===== config.mk =====
export PLATFORM = sky130hd
export DESIGN_NAME = acs_array
export DESIGN_NICKNAME = d
export VERILOG_FILES = /design/src/rtl/acs_array.sv
export SDC_FILE = /design/constraint.sdc
export NUM_CORES = 1
export LEC_CHECK = 0
export BUFFER_PORTS_ARGS = -buffer_cell sky130_fd_sc_hd__buf_2
export CORE_AREA = 10 10 101 103
export CTS_BUF_LIST = sky130_fd_sc_hd__clkbuf_8
export CTS_CLUSTER_DIAMETER = 40
export DETAILED_ROUTE_END_ITERATION = 16
export DIE_AREA = 0 0 111 113
export PLACE_DENSITY = 0.57
export SLEW_MARGIN = 15
export SYNTH_ARGS = -nofsm -noshare
export SYNTH_HDL_FRONTEND = slang
export SYNTH_SLANG_ARGS = --single-unit

===== constraint.sdc =====
create_clock -name i_clk -period 10.2 [get_ports i_clk]
set_input_delay 2.04 -clock i_clk [delete_from_list [all_inputs] [get_ports i_clk]]
set_output_delay 2.04 -clock i_clk [all_outputs]
set_load 0.01 [all_outputs]

===== src/rtl/acs_array.sv =====
// Add-compare-select array for the Viterbi path-metric unit: one trellis step per
// valid beat (saturating add, compare, select), then normalisation by the minimum metric.

module acs_lane #(
    parameter int BM_W = 2,
    parameter int PM_W = 4
) (
    input  logic [PM_W-1:0] pm0,
    input  logic [PM_W-1:0] pm1,
    input  logic [BM_W-1:0] bm0,
    input  logic [BM_W-1:0] bm1,
    output logic [PM_W-1:0] pm_new,
    output logic            dec
);
    localparam logic [PM_W-1:0] PM_MAX = '1;

    // PM_MAX acts as infinity: any sum reaching it, including a PM_MAX operand, clamps there
    function automatic logic [PM_W-1:0] sat_add(input logic [PM_W-1:0] pm, input logic [BM_W-1:0] bm);
        logic [PM_W:0] sum;
        sum = {1'b0, pm} + {{(PM_W+1-BM_W){1'b0}}, bm};
        if (sum >= {1'b0, PM_MAX}) return PM_MAX;
        return sum[PM_W-1:0];
    endfunction

    logic [PM_W-1:0] c0, c1;

    assign c0     = sat_add(pm0, bm0);
    assign c1     = sat_add(pm1, bm1);
    assign dec    = (c1 < c0);
    assign pm_new = dec ? c1 : c0;
endmodule

module acs_array #(
    parameter int NUM_STATES = 4,
    parameter int BM_W       = 2,
    parameter int PM_W       = 4
) (
    input  logic                             i_clk,
    input  logic                             i_rst,
    input  logic                             i_init,
    input  logic                             i_valid,
    input  logic [2*NUM_STATES*BM_W-1:0]     i_BM,
    output logic                             o_valid,
    output logic [NUM_STATES-1:0]            o_dec,
    output logic [$clog2(NUM_STATES)-1:0]    o_min_state,
    output logic [NUM_STATES*PM_W-1:0]       o_pm
);
    localparam int M = $clog2(NUM_STATES);
    localparam logic [PM_W-1:0] PM_MAX = '1;

    logic [NUM_STATES-1:0][PM_W-1:0] pm_q, pm_new, pm_norm;
    logic [NUM_STATES-1:0]           dec_c, dec_q;
    logic [PM_W-1:0]                 min_val;
    logic [M-1:0]                    min_idx, min_q;
    logic                            valid_q;

    // Predecessor j of state s is {j, s[M-1:1]}: the new input bit enters at the LSB
    for (genvar s = 0; s < NUM_STATES; s++) begin : g_lane
        localparam int P0 = s / 2;
        localparam int P1 = s / 2 + NUM_STATES / 2;

        acs_lane #(.BM_W(BM_W), .PM_W(PM_W)) u_lane (
            .pm0    (pm_q[P0]),
            .pm1    (pm_q[P1]),
            .bm0    (i_BM[(2*s)*BM_W +: BM_W]),
            .bm1    (i_BM[(2*s+1)*BM_W +: BM_W]),
            .pm_new (pm_new[s]),
            .dec    (dec_c[s])
        );

        assign pm_norm[s] = (pm_new[s] == PM_MAX) ? PM_MAX : pm_new[s] - min_val;
    end

    // Strict compare keeps the lowest index on ties
    always_comb begin
        min_val = pm_new[0];
        min_idx = '0;
        for (int s = 1; s < NUM_STATES; s++) begin
            if (pm_new[s] < min_val) begin
                min_val = pm_new[s];
                min_idx = M'(s);
            end
        end
    end

    always_ff @(posedge i_clk) begin
        if (i_rst || i_init) begin
            for (int s = 0; s < NUM_STATES; s++)
                pm_q[s] <= (s == 0) ? '0 : PM_MAX;
            dec_q   <= '0;
            min_q   <= '0;
            valid_q <= 1'b0;
        end else if (i_valid) begin
            pm_q    <= pm_norm;
            dec_q   <= dec_c;
            min_q   <= min_idx;
            valid_q <= 1'b1;
        end else begin
            valid_q <= 1'b0;
        end
    end

    assign o_pm        = pm_q;
    assign o_dec       = dec_q;
    assign o_min_state = min_q;
    assign o_valid     = valid_q;
endmodule


# After elaboration in Yosys (flattened, before gate mapping)
# Cells that the tools add are included.
# op_classes
n_reduce_logical	1
addsub	12
n_eq_ne	4
mux	39
n_lt_le_gt_ge	15
# op_table
operator	n
$mux W4	27
$add A4 B2 Y5	8
$ge A5 B4 Y1 const B	8
$lt A4 B4 Y1	7
$eq A4 B4 Y1 const B	4
$sub A4 B4 Y4	4
$mux W1	10
$mux W2	2
$logic_or A1 B1 Y1	1
# word_totals
input_bits	20
ff_bits	23
out_inout_bits	23
elab_cells	78

# Longest topological paths before layout
# depth
depth_word	14
depth_mapped	34
mapped_depth_nobuf	34

# Hierarchy
# From an unflattened synthesis, not the netlist that was laid out.
# unflattened
hier_cells	371
area_unflattened_um2	3238.1
# by_module_without_submodules
module	seq_area_each_um2	cells_each	area_each_um2	instances
acs_array	460.4	207	1796.7	1
acs_lane	0.0	41	360.3	4

# Worst setup path after synthesis
# No wires, ideal clock.
# synth_path
kind	in2reg
from	input port i_BM[4]
to	register pm_q, in the netlist o_pm[14]
setup_time_ns	0.137
stages	33
n_path_buf	0
setup_slack_ns	1.868
required_ns	10.063
t_arrival_ns	8.195
cell_sequence	ha_1 -> fa_1 -> nand2b_1 -> mux2_2 -> ha_1 -> nor2b_1 -> or2_2 -> a21oi_1 -> mux2i_1 -> ha_1 -> nor2b_1 -> nor2_1 -> o31a_1 -> nand2_1 -> mux2i_1 -> ha_1 -> a21oi_1 -> and2_1 -> a31o_2 -> nand2b_1 -> mux2i_1 -> inv_1 -> ha_1 -> nand2_1 -> o31ai_4 -> mux2i_1 -> ha_1 -> inv_1 -> ha_1 -> a31oi_1 -> xor2_1 -> and3_1 -> o21ai_0
# synth_between
elab_chain_len	14
# synth_lines
item	line	text
start, declared	42	input logic [2*NUM_STATES*BM_W-1:0] i_BM,
$add A4 B2 Y5 (*)	20	sum = {1'b0, pm} + {{(PM_W+1-BM_W){1'b0}}, bm};
$ge A5 B4 Y1	21	if (sum >= {1'b0, PM_MAX}) return PM_MAX;
$mux W1	21	
$mux W4 (*)	22	return sum[PM_W-1:0];
$lt A4 B4 Y1	29	assign dec = (c1 < c0);
$mux W4 (*)	30	assign pm_new = dec ? c1 : c0;
$lt A4 B4 Y1	79	if (pm_new[s] < min_val) begin
$mux W4 (*)	79	
$lt A4 B4 Y1	79	
$mux W4 (*)	79	
$lt A4 B4 Y1	79	
$mux W4 (*)	79	
$sub A4 B4 Y4 (*)	71	assign pm_norm[s] = (pm_new[s] == PM_MAX) ? PM_MAX : pm_new[s] - min_val;
$mux W4 (*)	71	
end signal, assigned by index	89	pm_q[s] <= (s == 0) ? '0 : PM_MAX;
end signal, assigned	94	pm_q <= pm_norm;
end, declared	51	logic [NUM_STATES-1:0][PM_W-1:0] pm_q, pm_new, pm_norm;
# Mark *: on every way between the ends. The rest lies on a longest branch, timed or not.
# A chain may end at the register's enable or synchronous reset.

# Final worst setup path
# Same ends and word-level chain as after synthesis.

==> impl_metrics.env <==
export IMPL_arrival_ps=9300
export IMPL_die_h_um=113
export IMPL_hold_start="o_dec[2]"
export IMPL_place_hpwl_um=6570
export IMPL_status="completed"
export IMPL_n_antenna_cell=0
export IMPL_routabilityCongestion=0.860
export IMPL_startpoint="i_BM[4]"
export IMPL_drt_wl_total_um=8070
export IMPL_postCtsSetupRepairBufs=0
export IMPL_path_common_cell="ha_1"
export IMPL_avgSynthCellArea_um2=8.31
export IMPL_clock_skew_ps=5.99
export IMPL_finalCritPeriodShare=0.896
export IMPL_wl_per_cell_um=15.3
export IMPL_nFillCells=829
export IMPL_final_common_cell="ha_1"
export IMPL_antenna_found_initial=0
export IMPL_row_count=33
export IMPL_drive_above_1_share=0.192
export IMPL_finalCoreUtilization=0.433
export IMPL_groute_usage_overall=0.125
export IMPL_placed_area_um2=3480
export IMPL_mostFrequentLayoutCells="52 x ha_1, 42 x buf_2, 32 x nand2_1"
export IMPL_ys_types=68
export IMPL_rsz0062_at_grt="false"
export IMPL_synth_edff_count=0
export IMPL_grt_pass1_vias=2696
export IMPL_crit_slowest_cell="mux2i_1"
export IMPL_relSlewSlack=0.608
export IMPL_grt_overflow=0
export IMPL_cts_buffer_depth=2
export IMPL_instances_no_fill=526
export IMPL_die_w_um=111
export IMPL_ys_async_sr_fraction=0
export IMPL_viasPerCell=5.35
export IMPL_clk_latency_ps=280
export IMPL_regToRegStartpoint="o_pm[0]"
export IMPL_crit_type="in -> reg"
export IMPL_rr_worst_depth=33
export IMPL_multi_input_area_um2=2560
export IMPL_worst_hold_path_num_cells=2
export IMPL_finalSetupViolations=0
export IMPL_start_util=0.394
export IMPL_syn_cell_area_um2=3210
export IMPL_fin_area_um2=3530
export IMPL_maxSlewViolCount=0
export IMPL_clock_fmax_mhz=109
export IMPL_hold_viol=0
export IMPL_period_needed_ps=9130
export IMPL_slowest_delay_ps=560
export IMPL_required_ps=10370
export IMPL_cts_resized=0
export IMPL_drt_iter0_markers=130
export IMPL_vias=2816
export IMPL_yosys_most_used_dff="dfxtp_1"
export IMPL_fin_nets=502
export IMPL_synthCells=386
export IMPL_die_area_um2=12500
export IMPL_io_pins=43
export IMPL_start_kind="primary input"
export IMPL_ant_nets=0
export IMPL_first_pass_iters=4
export IMPL_ys_seq_area_frac=0.144
export IMPL_core_um2=8130
export IMPL_setup_tns_ps=0
export IMPL_htreeDepth=1
export IMPL_numCtsBuffers=3
export IMPL_crit_path_end_kind="flip-flop"
export IMPL_cp_max_fo=5
export IMPL_yosysWarnings=0
export IMPL_synth_seq_cells=23
export IMPL_hold_path_class="reg -> reg"
export IMPL_root_buffer="clkbuf_8"
export IMPL_path_clk_slew_ps=90
export IMPL_dp_cells=522
export IMPL_reg2reg_slack_ps=2580
export IMPL_seqCellArea_um2=460
export IMPL_synthToLayoutAreaGrowth_pct=9.95
export IMPL_clock_sinks=23
export IMPL_grt_start_max_net_pins=30
export IMPL_syn_nets=466
export IMPL_grt_pass1_wl_um=13600
export IMPL_tightest_slew_ps=571
export IMPL_cts_tree="built"
export IMPL_holdBufCountCts=0
export IMPL_drv_cap=0
export IMPL_drc_errors=0
export IMPL_io_buffers=42
[cells in the mapped netlist (all sizes together), types with 3 or more instances]
cell type,n,share of area
nor3,12,0.019
and2,3,0.0059
or2,3,0.0059
clkbuf,5,0.0059
a31o,7,0.019
a211oi,3,0.0086
a21oi,18,0.030
mux2,6,0.021
xnor2,9,0.025
fa,8,0.050
o21a,3,0.0070
nand3,3,0.0047
o22ai,3,0.0078
dfxtp,23,0.14
nor2b,15,0.029
a31oi,22,0.047
ha,52,0.20
o21bai,3,0.0070
nand2b,10,0.020
mux2i,9,0.032
and3,4,0.0078
buf,7,0.018
o31ai,3,0.013
inv,29,0.034
o21ai,28,0.045
nor2,21,0.025
xor2,3,0.0082
a21o,12,0.028
nand2,33,0.039
[layer usage]
metal  wire (µm)  GRT usage  vias up
met1        4190      0.177     1286
met3         362     0.0248        4
li1            -          -     1479
met4          31     0.0148        0
met5           0          0        -
met2        3480      0.195       47
[through the flow]
| step | hold WS (ps) | worst slack [ps] |
|---|---|---|
| 2_1_floorplan | 501 | 1870 |
| 3_3_place_gp | 472 | 963 |
| 3_5_place_dp | 503 | 840 |
| 4_1_cts | 514 | 1090 |
| 5_1_grt | 550 | 569 |
| 6_report | 510 | 1070 |
[cell type report]
cell class	count	share of cell area
sequential	23	0.131
inverter	29	0.0309
clock buffer	3	0.0117
timing repair buffer	43	0.0617
tap	105	0.0373
clock inverter	1	0.00106
multi-input combinational	322	0.727
[registers in the layout, summed over array words and instances (netlist names)]
| register | flops |
|---|---|
| o_pm | 16 |
| o_dec | 4 |
| o_min_state | 2 |
| o_valid | 1 |
[logic make-up (layout without fill, tap and decap cells)]
kind of cell    Yosys count  in the layout  share of synthesized area
compound gates          118            118                      0.269
xor+xnor                 12             12                     0.0328
fa+ha+maj                62             62                      0.259
buf+inv                  41             76                     0.0574
flops                    23             23                      0.144
mux                      15             15                     0.0531
simple gates            115            115                      0.185
[path summary, 6_finish.rpt]
check / to
worst min register to register: o_dec[2]
worst min-delay path: o_dec[2]
worst max register to register: o_pm[14]
worst max-delay path: o_pm[14]
[critical path, delay by kind of cell]
family	cells	cell delay (ps)
multiplexers	5	1660
XOR/XNOR	1	150
adder cells (fa/ha/maj)	8	2120
buffers and inverters	3	230
AND/OR/NAND/NOR	10	1590
AO/OA/AOI/OAI	7	1460
Power is not shown: default switching activity piles up to over one toggle a cycle in this logic, so the estimate is an artifact.
